`config.mk`:
```
export PLATFORM = sky130hd
export DESIGN_NAME = image_rom_arbiter_flat
export DESIGN_NICKNAME = d
export VERILOG_FILES = /design/src/rtl/image_rom_arbiter_if.sv /design/src/rtl/image_rom_arbiter.sv /design/src/flat_wrapper.sv
export SDC_FILE = /design/constraint.sdc
export NUM_CORES = 1
export LEC_CHECK = 0
export BUFFER_PORTS_ARGS = -buffer_cell sky130_fd_sc_hd__buf_2
export CORE_ASPECT_RATIO = 1.4
export CORE_MARGIN = 1.5
export CORE_UTILIZATION = 40
export DETAILED_ROUTE_END_ITERATION = 6
export GPL_TIMING_DRIVEN = 0
export HOLD_SLACK_MARGIN = 0.02
export PLACE_DENSITY = 0.76
export SYNTH_ARGS = -nofsm -noshare
export SYNTH_HDL_FRONTEND = slang
export SYNTH_SLANG_ARGS = --single-unit
```
`constraint.sdc`:
```
create_clock -name clk -period 2.2 [get_ports clk]
set_clock_uncertainty 0.05 [all_clocks]
set_input_delay 0 -clock clk [delete_from_list [all_inputs] [get_ports clk]]
set_output_delay 0 -clock clk [all_outputs]
set_load 0.02 [all_outputs]
```
`src/rtl/image_rom_arbiter_if.sv`:
```
// Requester-side handshake bundle for the image ROM arbiter: display and physics ports.
interface image_rom_arbiter_if #(
  parameter int unsigned ADDR_W = 13,
  parameter int unsigned DATA_W = 16
);
  logic              disp_req;
  logic [ADDR_W-1:0] disp_addr;
  logic              disp_gnt;
  logic              disp_valid;
  logic [DATA_W-1:0] disp_data;

  logic              phys_req;
  logic [ADDR_W-1:0] phys_addr;
  logic              phys_gnt;
  logic              phys_valid;
  logic [DATA_W-1:0] phys_data;

  // Requesters drive req/addr and consume grants and responses.
  modport master (
    output disp_req, disp_addr, phys_req, phys_addr,
    input  disp_gnt, disp_valid, disp_data, phys_gnt, phys_valid, phys_data
  );

  // The arbiter consumes requests and produces grants and responses.
  modport slave (
    input  disp_req, disp_addr, phys_req, phys_addr,
    output disp_gnt, disp_valid, disp_data, phys_gnt, phys_valid, phys_data
  );
endinterface

```
`src/rtl/image_rom_arbiter.sv`:
```
// Shares one bank of synchronous-read level ROMs between the display fetcher (high priority)
// and physics lookup, with a starvation guard for physics and frame-aligned level switching.
module image_rom_arbiter #(
  parameter int unsigned NUM_ROMS = 4,
  parameter int unsigned LVL_W    = 2,
  parameter int unsigned ADDR_W   = 13,
  parameter int unsigned PIXELS   = 6144,
  parameter int unsigned DATA_W   = 16,
  parameter int unsigned WAIT_MAX = 15
) (
  input  logic                       clk,
  input  logic                       reset,
  input  logic                       frame_start,
  input  logic [LVL_W-1:0]           level_req,
  output logic [LVL_W-1:0]           level_cur,
  image_rom_arbiter_if.slave         bus,
  output logic [ADDR_W-1:0]          rom_addr,
  input  logic [NUM_ROMS*DATA_W-1:0] rom_data_all
);

  localparam int unsigned WAIT_W = (WAIT_MAX > 0) ? $clog2(WAIT_MAX + 1) : 1;

  localparam logic IdDisp = 1'b0;
  localparam logic IdPhys = 1'b1;

  logic              starve;
  logic              disp_gnt;
  logic              phys_gnt;
  logic              any_gnt;
  logic [ADDR_W-1:0] gnt_addr;
  logic              gnt_oor;

  logic [WAIT_W-1:0] wait_q, wait_d;
  logic [LVL_W-1:0]  level_q;
  logic [ADDR_W-1:0] rom_addr_q;

  // Stage 1: address issued to ROMs; stage 2: ROM data now registered inside the ROMs.
  logic              s1_vld_q, s1_id_q, s1_oor_q;
  logic [LVL_W-1:0]  s1_lvl_q;
  logic              s2_vld_q, s2_id_q, s2_oor_q;
  logic [LVL_W-1:0]  s2_lvl_q;

  logic [DATA_W-1:0] rom_word;

  logic              disp_valid_q, phys_valid_q;
  logic [DATA_W-1:0] disp_data_q, phys_data_q;

  // Fixed priority to display unless physics has waited WAIT_MAX cycles.
  always_comb begin
    starve   = bus.phys_req && (wait_q == WAIT_W'(WAIT_MAX));
    phys_gnt = bus.phys_req && (starve || !bus.disp_req);
    disp_gnt = bus.disp_req && !starve;
    any_gnt  = disp_gnt || phys_gnt;
    gnt_addr = phys_gnt ? bus.phys_addr : bus.disp_addr;
    gnt_oor  = 32'(gnt_addr) >= PIXELS;
  end

  // Physics wait counter: cleared when served or idle, saturating otherwise.
  always_comb begin
    wait_d = wait_q;
    if (!bus.phys_req || phys_gnt) begin
      wait_d = '0;
    end else if (wait_q != WAIT_W'(WAIT_MAX)) begin
      wait_d = wait_q + WAIT_W'(1);
    end
  end

  // Select the word of the ROM belonging to the level the read was issued under.
  always_comb begin
    rom_word = '0;
    for (int unsigned k = 0; k < NUM_ROMS; k++) begin
      if (s2_lvl_q == LVL_W'(k)) begin
        rom_word = rom_data_all[k*DATA_W +: DATA_W];
      end
    end
  end

  // Level and wait-counter state; new levels only latch on frame start and only if a ROM exists.
  always_ff @(posedge clk) begin
    if (reset) begin
      level_q <= '0;
      wait_q  <= '0;
    end else begin
      wait_q <= wait_d;
      if (frame_start && (32'(level_req) < NUM_ROMS)) begin
        level_q <= level_req;
      end
    end
  end

  // Issue stage: registered ROM address plus request tag; out-of-range reads address 0.
  always_ff @(posedge clk) begin
    if (reset) begin
      rom_addr_q <= '0;
      s1_vld_q   <= 1'b0;
      s1_id_q    <= IdDisp;
      s1_oor_q   <= 1'b0;
      s1_lvl_q   <= '0;
    end else begin
      s1_vld_q <= any_gnt;
      if (any_gnt) begin
        rom_addr_q <= gnt_oor ? '0 : gnt_addr;
        s1_id_q    <= phys_gnt ? IdPhys : IdDisp;
        s1_oor_q   <= gnt_oor;
        s1_lvl_q   <= level_q;
      end
    end
  end

  // Tag follows the ROM's internal read register by one cycle.
  always_ff @(posedge clk) begin
    if (reset) begin
      s2_vld_q <= 1'b0;
      s2_id_q  <= IdDisp;
      s2_oor_q <= 1'b0;
      s2_lvl_q <= '0;
    end else begin
      s2_vld_q <= s1_vld_q;
      s2_id_q  <= s1_id_q;
      s2_oor_q <= s1_oor_q;
      s2_lvl_q <= s1_lvl_q;
    end
  end

  // Response stage: route ROM word to its requester; data holds between valid pulses.
  always_ff @(posedge clk) begin
    if (reset) begin
      disp_valid_q <= 1'b0;
      phys_valid_q <= 1'b0;
      disp_data_q  <= '0;
      phys_data_q  <= '0;
    end else begin
      disp_valid_q <= s2_vld_q && (s2_id_q == IdDisp);
      phys_valid_q <= s2_vld_q && (s2_id_q == IdPhys);
      if (s2_vld_q && (s2_id_q == IdDisp)) begin
        disp_data_q <= s2_oor_q ? '0 : rom_word;
      end
      if (s2_vld_q && (s2_id_q == IdPhys)) begin
        phys_data_q <= s2_oor_q ? '0 : rom_word;
      end
    end
  end

  assign bus.disp_gnt   = disp_gnt;
  assign bus.phys_gnt   = phys_gnt;
  assign bus.disp_valid = disp_valid_q;
  assign bus.phys_valid = phys_valid_q;
  assign bus.disp_data  = disp_data_q;
  assign bus.phys_data  = phys_data_q;
  assign rom_addr       = rom_addr_q;
  assign level_cur      = level_q;

endmodule

```
`src/flat_wrapper.sv`:
```
// flat-port wrapper written by rule: the top's interface ports become plain ports
module image_rom_arbiter_flat 
#(
  parameter int unsigned NUM_ROMS = 4,
  parameter int unsigned LVL_W    = 2,
  parameter int unsigned ADDR_W   = 13,
  parameter int unsigned PIXELS   = 6144,
  parameter int unsigned DATA_W   = 16,
  parameter int unsigned WAIT_MAX = 15
)
  (clk, reset, frame_start, level_req, level_cur, rom_addr, rom_data_all, bus_disp_req, bus_disp_addr, bus_phys_req, bus_phys_addr, bus_disp_gnt, bus_disp_valid, bus_disp_data, bus_phys_gnt, bus_phys_valid, bus_phys_data);
  image_rom_arbiter_if #(.ADDR_W(ADDR_W), .DATA_W(DATA_W)) bus_i ();
  input  logic clk;
  input  logic reset;
  input  logic frame_start;
  input  logic [LVL_W-1:0] level_req;
  output logic [LVL_W-1:0] level_cur;
  output logic [ADDR_W-1:0] rom_addr;
  input  logic [NUM_ROMS*DATA_W-1:0] rom_data_all;
  input wire logic [$bits(bus_i.disp_req)-1:0] bus_disp_req;
  input wire logic [$bits(bus_i.disp_addr)-1:0] bus_disp_addr;
  input wire logic [$bits(bus_i.phys_req)-1:0] bus_phys_req;
  input wire logic [$bits(bus_i.phys_addr)-1:0] bus_phys_addr;
  output wire logic [$bits(bus_i.disp_gnt)-1:0] bus_disp_gnt;
  output wire logic [$bits(bus_i.disp_valid)-1:0] bus_disp_valid;
  output wire logic [$bits(bus_i.disp_data)-1:0] bus_disp_data;
  output wire logic [$bits(bus_i.phys_gnt)-1:0] bus_phys_gnt;
  output wire logic [$bits(bus_i.phys_valid)-1:0] bus_phys_valid;
  output wire logic [$bits(bus_i.phys_data)-1:0] bus_phys_data;
  assign bus_i.disp_req = bus_disp_req;
  assign bus_i.disp_addr = bus_disp_addr;
  assign bus_i.phys_req = bus_phys_req;
  assign bus_i.phys_addr = bus_phys_addr;
  assign bus_disp_gnt = bus_i.disp_gnt;
  assign bus_disp_valid = bus_i.disp_valid;
  assign bus_disp_data = bus_i.disp_data;
  assign bus_phys_gnt = bus_i.phys_gnt;
  assign bus_phys_valid = bus_i.phys_valid;
  assign bus_phys_data = bus_i.phys_data;
  image_rom_arbiter #(.NUM_ROMS(NUM_ROMS), .LVL_W(LVL_W), .ADDR_W(ADDR_W), .PIXELS(PIXELS), .DATA_W(DATA_W), .WAIT_MAX(WAIT_MAX)) u_core (.clk(clk), .reset(reset), .frame_start(frame_start), .level_req(level_req), .level_cur(level_cur), .bus(bus_i), .rom_addr(rom_addr), .rom_data_all(rom_data_all));
endmodule
```
## After elaboration in Yosys (flattened, before gate mapping)

Index checks and enable logic that the tools add are counted.

| word-level totals | value |
|---|---|
| word-level logic and storage cells | 44 |
| output and inout port bits | 51 |
| flip-flop bits (word level) | 63 |
| input bits | 97 |

| cells by class | value |
|---|---|
| reductions and logical operators | 13 |
| bitwise operators | 1 |
| equality and inequality tests | 5 |
| magnitude comparators | 1 |
| muxes and demuxes | 8 |
| add/sub/neg operators | 1 |

Operators with widths:

| cell | count |
|---|---|
| two-way mux 16 bit | 5 |
| two-way mux 13 bit | 2 |
| greater-or-equal comparator 13 bit (second input constant) | 1 |
| logical AND 1 bit | 5 |
| adder 4 x 1 -> 4 bit (second input constant) | 1 |
| equality test 2 bit (second input constant) | 2 |
| equality test 4 bit (second input constant) | 1 |
| != test 4 bit (second input constant) | 1 |
| logical NOT 1 bit | 3 |
| logical OR 1 bit | 3 |
| equality test 2 x 1 -> 1 bit (second input constant) | 1 |
| logical NOT 2 bit | 1 |
| OR reduction 2 bit | 1 |
| two-way mux 1 bit | 1 |
| inverter 1 bit | 1 |

## Depth between registers and ports, before layout

Gate-level depths: netlist of the first run.

| logic depth | value |
|---|---|
| depth after elaboration | 7 |
| gate-level depth with buffers | 7 |
| depth with buffers taken out | 5 |

## Worst setup path after synthesis of the first run

Ideal clock, no wire load.

| timing path | value |
|---|---|
| kind | flip-flop to flip-flop |
| start | reg u_core.wait_q[0] |
| end | reg u_core.rom_addr_q[10] (netlist: u_core.rom_addr[10]) |
| setup time | 140 ps |
| data arrival time | 1691 ps |
| path buffers | 0 |
| required time | 2010 ps |
| setup slack | 319 ps |
| stages on the path, launching flop included | 6 |
| period minus slack after synthesis | 1881 ps |
| cell sequence | dfxtp_1 ha_1 nand3_2 a21boi_4 mux2i_1 o21ai_1 |

| on the way | value |
|---|---|
| word-level cells in the longest chain between the ends | 7 |
| elaborated cells between the ends (all ways) | 10 |
| classes of those cells | order compare (1); eq/ne (1); mux (2); reduce/logical (6) |

RTL lines:

| item | RTL line | RTL |
|---|---|---|
| from (decl) | image_rom_arbiter.sv:33 | `logic [WAIT_W-1:0] wait_q, wait_d;` |
| from (signal assigned) | image_rom_arbiter.sv:84 | `wait_q <= wait_d;` |
| equality test 4 bit (*) | image_rom_arbiter.sv:50 | `starve = bus.phys_req && (wait_q == WAIT_W'(WAIT_MAX));` |
| logical AND 1 bit (*) | image_rom_arbiter.sv:50 |  |
| logical OR 1 bit (*) | image_rom_arbiter.sv:51 | `phys_gnt = bus.phys_req && (starve \|\| !bus.disp_req);` |
| logical AND 1 bit (*) | image_rom_arbiter.sv:51 |  |
| via bus_phys_gnt | flat_wrapper.sv:27 | `output wire logic [$bits(bus_i.phys_gnt)-1:0] bus_phys_gnt;` |
| two-way mux 13 bit | image_rom_arbiter.sv:54 | `gnt_addr = phys_gnt ? bus.phys_addr : bus.disp_addr;` |
| greater-or-equal comparator 13 bit | image_rom_arbiter.sv:55 | `gnt_oor = 32'(gnt_addr) >= PIXELS;` |
| two-way mux 13 bit | image_rom_arbiter.sv:102 | `rom_addr_q <= gnt_oor ? '0 : gnt_addr;` |
| to (signal assigned) | image_rom_arbiter.sv:102 |  |
| to (decl) | image_rom_arbiter.sv:35 | `logic [ADDR_W-1:0] rom_addr_q;` |

Mark *: on every way through the listed nets, which the timed path passes. The rest lies on a longest branch.
A chain may end at the register's enable or synchronous reset.

## Final worst setup path of the first run

| timing path | value |
|---|---|
| start | reg u_core.wait_q[1] |
| end | reg u_core.rom_addr_q[4] (netlist: u_core.rom_addr[4]) |

| on the way | value |
|---|---|
| word-level cells in the longest chain between the ends | 7 |
| elaborated cells between the ends (all ways) | 10 |
| classes of those cells | order compare (1); eq/ne (1); mux (2); reduce/logical (6) |

RTL lines:

| item | RTL line |
|---|---|
| equality test 4 bit (*) | image_rom_arbiter.sv:50 |
| logical AND 1 bit (*) | image_rom_arbiter.sv:50 |
| logical OR 1 bit | image_rom_arbiter.sv:51 |
| logical AND 1 bit | image_rom_arbiter.sv:51 |
| two-way mux 13 bit | image_rom_arbiter.sv:54 |
| greater-or-equal comparator 13 bit | image_rom_arbiter.sv:55 |
| two-way mux 13 bit | image_rom_arbiter.sv:102 |

Mark *: on every way between the ends. The rest lies on a longest branch, timed or not.

==> results.json, run 1 <==
{
  "status": "complete, no violations",
  "grt_pass1_wl_mm": 12.8,
  "hold_ws_ns": 0.124,
  "synth.avg_cell_area_um2": 9.35,
  "yosysSeqAreaShare": 0.456,
  "first_global_vias": 2873,
  "rows": 35,
  "maxCapViolCount": 0,
  "netlist.area_leader.share": 0.456,
  "core_um2": 6660,
  "cp-start-kind": "flop",
  "p_int_mw": 1.87,
  "setup_viol_count_final": 0,
  "tritoncts": "yes",
  "synthFlopType": "dfxtp_1",
  "seqPwrFrac": 0.478,
  "vias": 2899,
  "grt-ovfl-total": 0,
  "die_h_um": 101,
  "net-switching-power_uw": 663,
  "start_util": 0.416,
  "routed_wl_mm": 8.28,
  "vias_per_cell": 4.99,
  "synth_common_cells": "dfxtp_1 (63), nand2_1 (61), o21ai_0 (36)",
  "area_growth_pct": 48.8,
  "fmax_mhz": 482,
  "netlist_top_cells_area": "dfxtp_1 (46%), mux4_2 (13%), nand2_1 (8.3%)",
  "crit_path_end_kind": "flop",
  "synth-seq-cells": 63,
  "final_cells": 581,
  "total_power_mw": 2.53,
  "cts_root_buf": "clkbuf_8",
  "numCtsBuffers": 9,
  "wire_per_inst_um": 14.2,
  "post_cts_buffers": 0,
  "yosysTopAreaCell": "dfxtp_1",
  "async_flop_share": 0,
  "dieArea_um2": 7430,
  "holdCritPathClass": "primary input to flop",
  "synth.distinct_cells": 34,
  "h-tree-depth": 3,
  "peakVddDrop_uv": 442,
  "clock_latency_ns": 0.33,
  "port_buffers": 146,
  "critPathMaxFanout": 6,
  "antenna_left": 0,
  "initialDrtViolationCount": 107,
  "leakage_nw": 1.89,
  "period_needed_ns": 2.08,
  "p_per_area_nw_per_um2": 614,
  "grt_use_total": 0.224,
  "final-max-slew-violation-count": 0,
  "yosysMostFrequentCell": "dfxtp_1",
  "p_comb_frac": 0.167,
  "min_period_over_period": 0.943,
  "dp_hpwl_mm": 5.96,
  "synth_edf_count": 0,
  "final_area_um2": 4120,
  "cts.path.max_buffers": 2,
  "dp.cells": 534,
  "yosysWarnings": 0,
  "crit_type": "flop to flop",
  "tightest_slew_ns": 0.615,
  "insertedDiodeCount": 0,
  "grt_max_degree": 11,
  "clkPwrFrac": 0.355,
  "slew_headroom": 0.582,
  "arrival_ns": 2.29,
  "clock_sinks": 63,
  "die_x_um": 73.3,
  "required_ns": 2.41,
  "p_sw_frac": 0.262,
  "clk_pin_slew_worst_paths_ns": 0.07,
  "postPlaceCellArea_um2": 3610,
  "pin_count": 148,
  "drive_gt1_frac": 0.391,
  "synthesis.nets": 394,
  "gp_congestion": 0.836,
  "antenna_found_initial": 0,
  "drc": 0,
  "drt_pre_antenna_iters": 6,
  "final_core_util": 0.619,
  "syn-cell-area_um2": 2770,
  "synth_cells": 296,
  "hold_violations": 0,
  "nNetsFinal": 582
}
[through the flow]
step	setup WS, ns	TNS (ns)
after floorplan	0.319	0
after global placement	0.0513	0
after detailed placement	-0.0871	-0.577
after CTS	0.0271	0
after global routing	-0.00178	-0.00178
final	0.125	0
[cells by family after synthesis]
family / Yosys count / share of synthesized area
and+or+nand+nor: 116 / 0.197
AOI/OAI and AO/OA: 69 / 0.147
DFF: 63 / 0.456
buffers and inverters: 23 / 0.0357
muxes: 23 / 0.156
xor gates and xnor gates: 1 / 0.00317
adders and majority gates: 1 / 0.00452
[sequential cells by signal (all words and copies together) (netlist names)]
| register | flops |
|---|---|
| u_core.s1_lvl_q | 2 |
| u_core.rom_addr | 13 |
| u_core.wait_q | 4 |
| u_core.s2_vld_q | 1 |
| u_core.s1_id_q | 1 |
| u_core.bus.disp_valid | 1 |
| u_core.level_cur | 2 |
| u_core.s2_oor_q | 1 |
| u_core.s2_id_q | 1 |
| u_core.bus.phys_valid | 1 |
| u_core.bus.phys_data | 16 |
| u_core.s1_vld_q | 1 |
| u_core.bus.disp_data | 16 |
| u_core.s1_oor_q | 1 |
| u_core.s2_lvl_q | 2 |
[power groups by stage]
| stage | clock network (mW) | logic (mW) | registers (mW) |
|---|---|---|---|
| after floorplan | 0 | 0.160 | 1.28 |
| after global placement | 0 | 0.362 | 1.23 |
| after detailed placement | 0 | 0.369 | 1.23 |
| after CTS | 0.907 | 0.418 | 1.21 |
| after global routing | 0.963 | 0.459 | 1.21 |
| final | 0.897 | 0.422 | 1.21 |
[area by class of cell]
type                    count  area [um2]
well taps                  92         115
plain buffers              19        85.1
clock inverters             3        17.5
clock buffers              13         159
flip-flops and latches     63        1260
inverters                   4        15.0
repair buffers            177        1040
multi-input cells         210        1420
fillers                   592        2540
[cells in the final DEF (no fill, tap or decap), types with 4 or more instances in the layout]
master and count:
a21oi_1 6, buf_2 150, clkbuf_1 13, clkbuf_8 11
dfxtp_1 62, dlygate4sd3_1 31, inv_1 4, mux2i_1 4
mux4_2 16, nand2_1 61, nand2b_1 16, nand3_1 13
nor2_1 7, nor2b_1 7, o21a_1 10, o21ai_0 36
o21ai_1 10
[routing by layer]
layer	wire length, um	track usage
met1	3080	0.229
met3	585	0.0517
met5	0	0
met4	198	0.100
met2	4410	0.422
[worst paths after layout]
check / start / to / slack [ns] / cells past startpoint
max: u_core.wait_q[1] / u_core.rom_addr[4] / 0.12 / 7
min: rom_data_all[2] / u_core.bus.disp_data[2] / 0.12 / 4
max reg2reg: u_core.wait_q[1] / u_core.rom_addr[4] / 0.12 / 7
min reg2reg: u_core.s1_vld_q / u_core.s2_vld_q / 0.40 / 1
[worst max-delay path, stage by stage (launching register included)]
cell and delay [ns]:
dfxtp_1 0.39, ha_4 0.18, nand4_1 0.15, and2_1 0.19, clkbuf_1 0.17, o21a_1 0.21
dlygate4sd3_1 0.55, o21ai_1 0.12
[what timing repair did]
item	4_1_cts	5_1_grt
setup endpoints to repair	10	8
hold buffers	31	0
gates resized for setup	1	5
endpoints found under the hold margin	16	0
pin swaps	0	0
No activity file was read; power rests on OpenSTA's default activity.
==> inputs of run 2 (changes only) <==
CORE_UTILIZATION = 45   (was 40)
HOLD_SLACK_MARGIN = 0.12   (was 0.02)
PLACE_DENSITY = 0.83   (was 0.76)
==> results.json, run 2 (synthesized netlist as in run 1, its figures left out) <==
{
  "port_buffers": 146,
  "crit_type": "flop to flop",
  "setup_viol_count_final": 0,
  "p_per_area_nw_per_um2": 624,
  "slew_headroom": 0.583,
  "arrival_ns": 2.30,
  "holdCritPathClass": "primary input to flop",
  "required_ns": 2.40,
  "area_growth_pct": 50.8,
  "initialDrtViolationCount": 145,
  "antenna_left": 0,
  "fmax_mhz": 476,
  "die_x_um": 69.3,
  "status": "complete, no violations",
  "final_common_cell": "buf_2",
  "drive_gt1_frac": 0.391,
  "drt_pre_antenna_iters": 4,
  "peakVddDrop_uv": 453,
  "grt-ovfl-total": 0,
  "clock_latency_ns": 0.33,
  "gp_congestion": 0.800,
  "h-tree-depth": 3,
  "maxCapViolCount": 0,
  "dp_hpwl_mm": 5.94,
  "hold_violations": 0,
  "tritoncts": "yes",
  "min_period_over_period": 0.954,
  "core_um2": 5900,
  "grt_pass1_wl_mm": 13.7,
  "grt_use_total": 0.265,
  "final_cells": 566,
  "pin_count": 148,
  "dieArea_um2": 6630,
  "vias_per_cell": 5.19,
  "clock_sinks": 63,
  "final-max-slew-violation-count": 0,
  "dp.cells": 512,
  "regToRegSetupSlack_ns": 0.10,
  "cts_root_buf": "clkbuf_8",
  "cts.path.max_buffers": 2,
  "antenna_found_initial": 0,
  "crit_path_end_kind": "flop",
  "numCtsBuffers": 9,
  "cp-start-kind": "flop",
  "wire_per_inst_um": 14.9,
  "nNetsFinal": 589,
  "total_power_mw": 2.60,
  "rows": 33,
  "first_global_vias": 3078,
  "period_needed_ns": 2.10,
  "insertedDiodeCount": 0,
  "vias": 2940,
  "tightest_slew_ns": 0.613,
  "final_cell_mix": "buf_2 (150), nand2_1 (61), dfxtp_1 (61)",
  "routed_wl_mm": 8.46,
  "drc": 0,
  "clk_pin_slew_worst_paths_ns": 0.07,
  "grt_max_degree": 12,
  "critPathMaxFanout": 6,
  "leakage_nw": 1.92,
  "die_h_um": 95.8,
  "start_util": 0.469
}
[run 2: worst paths after layout]
check	end	cells after the start	from
setup reg to reg	u_core.rom_addr[4]	7	u_core.wait_q[0]
hold reg to reg	u_core.s2_vld_q	1	u_core.s1_vld_q
setup / recovery	u_core.rom_addr[4]	7	u_core.wait_q[0]
hold / removal	u_core.bus.disp_data[11]	4	rom_data_all[43]
[run 2: cell type report]
type | count | area, um2
Fill cell | 449 | 1730
Multi-Input combinational cell | 210 | 1420
Sequential cell | 63 | 1260
Timing Repair Buffer | 184 | 1110
Clock buffer | 10 | 128
Tap cell | 70 | 87.6
Buffer | 19 | 85.1
Clock inverter | 6 | 61.3
Inverter | 4 | 15.0
[run 2: timing repair]
action,4_1_cts,5_1_grt
endpoints found under the hold margin,22,0
pin swaps,0,1
setup buffers,0,1
hold buffers,37,0
setup endpoints to repair,6,5
gates resized for setup,1,6
[run 2: report_power, final]
group | internal [mW] | switching [mW]
clock network | 0.519 | 0.441
logic | 0.220 | 0.214
registers | 1.19 | 0.0237
total | 1.92 | 0.679
[run 2: through the flow]
stage               cell area (um2)  hold slack, ns  setup slack (ns)   util  setup TNS (ns)
floorplan                      2770          0.0312             0.319      -               0
global placement               3580           0.195            0.0393  0.607               0
detailed placement             3580           0.210           -0.0214  0.607         -0.0833
CTS                            4150           0.123            0.0322  0.702               0
global route                   4170           0.139           -0.0306  0.707         -0.0306
finish                         4170           0.135             0.100  0.707               0
[run 2: critical path, cell delays in order (launching register included)]
cell	delay [ns]
dfxtp_2	0.38
ha_4	0.17
nand4_1	0.14
and2_1	0.19
clkbuf_1	0.16
o21a_1	0.20
dlygate4sd3_1	0.56
o21ai_1	0.16
[run 2: routing by layer]
metal / part of all wire / up-vias / GRT usage
met5: 0 / - / 0
met4: 0.028 / 0 / 0.134
met3: 0.058 / 19 / 0.0597
met2: 0.54 / 145 / 0.513
met1: 0.37 / 1352 / 0.264
li1: - / 1424 / -
==> inputs of run 3 (changes only) <==
MAX_ROUTING_LAYER = met4   (was default)
PLACE_DENSITY = default   (was 0.83)
PLACE_DENSITY_LB_ADDON = 0.3   (was default)
SLEW_MARGIN = 15   (was default)
==> results.json, run 3 (synthesized netlist as in run 1, its figures left out) <==
{
  "drt_pre_antenna_iters": 4,
  "cts.path.max_buffers": 2,
  "drive_gt1_frac": 0.390,
  "period_needed_ns": 2.08,
  "vias_per_cell": 5.18,
  "first_global_vias": 2871,
  "grt-ovfl-total": 0,
  "crit_type": "flop to flop",
  "die_x_um": 69.3,
  "crit_path_end_kind": "flop",
  "rows": 33,
  "hold_violations": 0,
  "grt_setup_unrepaired": "false",
  "postPlaceCellArea_um2": 3580,
  "min_period_over_period": 0.945,
  "routed_wl_mm": 8.03,
  "numCtsBuffers": 9,
  "num-fill-cells": 469,
  "drc": 0,
  "start_util": 0.469,
  "grt_pass1_wl_mm": 13.1,
  "grt_max_degree": 11,
  "pin_count": 148,
  "post_cts_buffers": 0,
  "arrival_ns": 2.27,
  "final_cell_mix": "buf_2 (150), dfxtp_1 (62), nand2_1 (61)",
  "antenna_found_initial": 0,
  "grt_use_total": 0.256,
  "peakVddDrop_uv": 355,
  "leakage_nw": 1.90,
  "p_per_area_nw_per_um2": 610,
  "tritoncts": "yes",
  "dp_hpwl_mm": 5.63,
  "insertedDiodeCount": 0,
  "fin_setup_tns_ns": 0,
  "final_area_um2": 4110,
  "die_h_um": 95.8,
  "holdCritPathClass": "primary input to flop",
  "required_ns": 2.40,
  "status": "complete, no violations",
  "clock_sinks": 63,
  "final-max-slew-violation-count": 0,
  "h-tree-depth": 3,
  "vias": 2903,
  "critPathMaxFanout": 6,
  "antenna_left": 0,
  "cts_root_buf": "clkbuf_8",
  "setup_viol_count_final": 0,
  "port_buffers": 146,
  "fmax_mhz": 481,
  "dieArea_um2": 6630,
  "wire_per_inst_um": 14.3,
  "gp_congestion": 0.835,
  "hold_ws_ns": 0.127,
  "cp-start-kind": "flop",
  "initialDrtViolationCount": 128,
  "core_um2": 5900,
  "maxCapViolCount": 0,
  "tightest_slew_ns": 0.647,
  "nNetsFinal": 584,
  "clk_pin_slew_worst_paths_ns": 0.07,
  "slew_headroom": 0.569,
  "clock_latency_ns": 0.32,
  "area_growth_pct": 48.5,
  "final_common_cell": "buf_2"
}
[run 3: timing repair]
action	in CTS	in global routing
hold buffers	33	0
setup endpoints to repair	1	5
endpoints found under the hold margin	19	0
gates resized for setup	1	5
[run 3: power by group]
group          total (mW)  switching [mW]  internal [mW]
clock               0.873           0.411          0.462
combinational       0.424           0.209          0.215
sequential           1.21          0.0230           1.19
[run 3: per-stage QoR]
step                      std cells  worst slack (ns)  utilization  total power, mW
after floorplan                 296             0.319            -             1.44
after global placement          512            0.0578        0.607             1.59
after detailed placement        512           0.00932        0.607             1.60
after CTS                       560            0.0202        0.693             2.52
after global routing            560            0.0112        0.696             2.64
final                           560             0.122        0.696             2.51
[run 3: metal layers]
metal | up-vias | global-route usage | share of wire
met5 | - | - | 0
met1 | 1334 | 0.279 | 0.38
met3 | 17 | 0.0471 | 0.061
met4 | 0 | 0.118 | 0.019
li1 | 1416 | - | -
met2 | 136 | 0.456 | 0.54
[run 3: area by class of cell]
class                           count  area, um2  area share
Clock buffer                       12        155      0.0378
Multi-Input combinational cell    210       1420       0.346
Tap cell                           70       87.6      0.0213
Timing Repair Buffer              179       1060       0.258
Buffer                             19       85.1      0.0207
Clock inverter                      3       18.8     0.00457
Sequential cell                    63       1260       0.307
Inverter                            4       15.0     0.00366
[run 3: path summary, 6_finish.rpt]
path	start	end	slack (ns)	cells after the start
max	u_core.wait_q[1]	u_core.rom_addr[4]	0.12	7
min reg2reg	u_core.rom_addr[9]	u_core.rom_addr[9]	0.39	2
max reg2reg	u_core.wait_q[1]	u_core.rom_addr[4]	0.12	7
min	rom_data_all[54]	u_core.bus.disp_data[6]	0.13	4
[run 3: worst max-delay path, stage by stage, from the launching register on]
cell	delay, ns
dfxtp_1	0.39
ha_4	0.18
nand4_1	0.14
and2_1	0.19
clkbuf_1	0.15
o21a_1	0.21
dlygate4sd3_1	0.56
o21ai_1	0.13
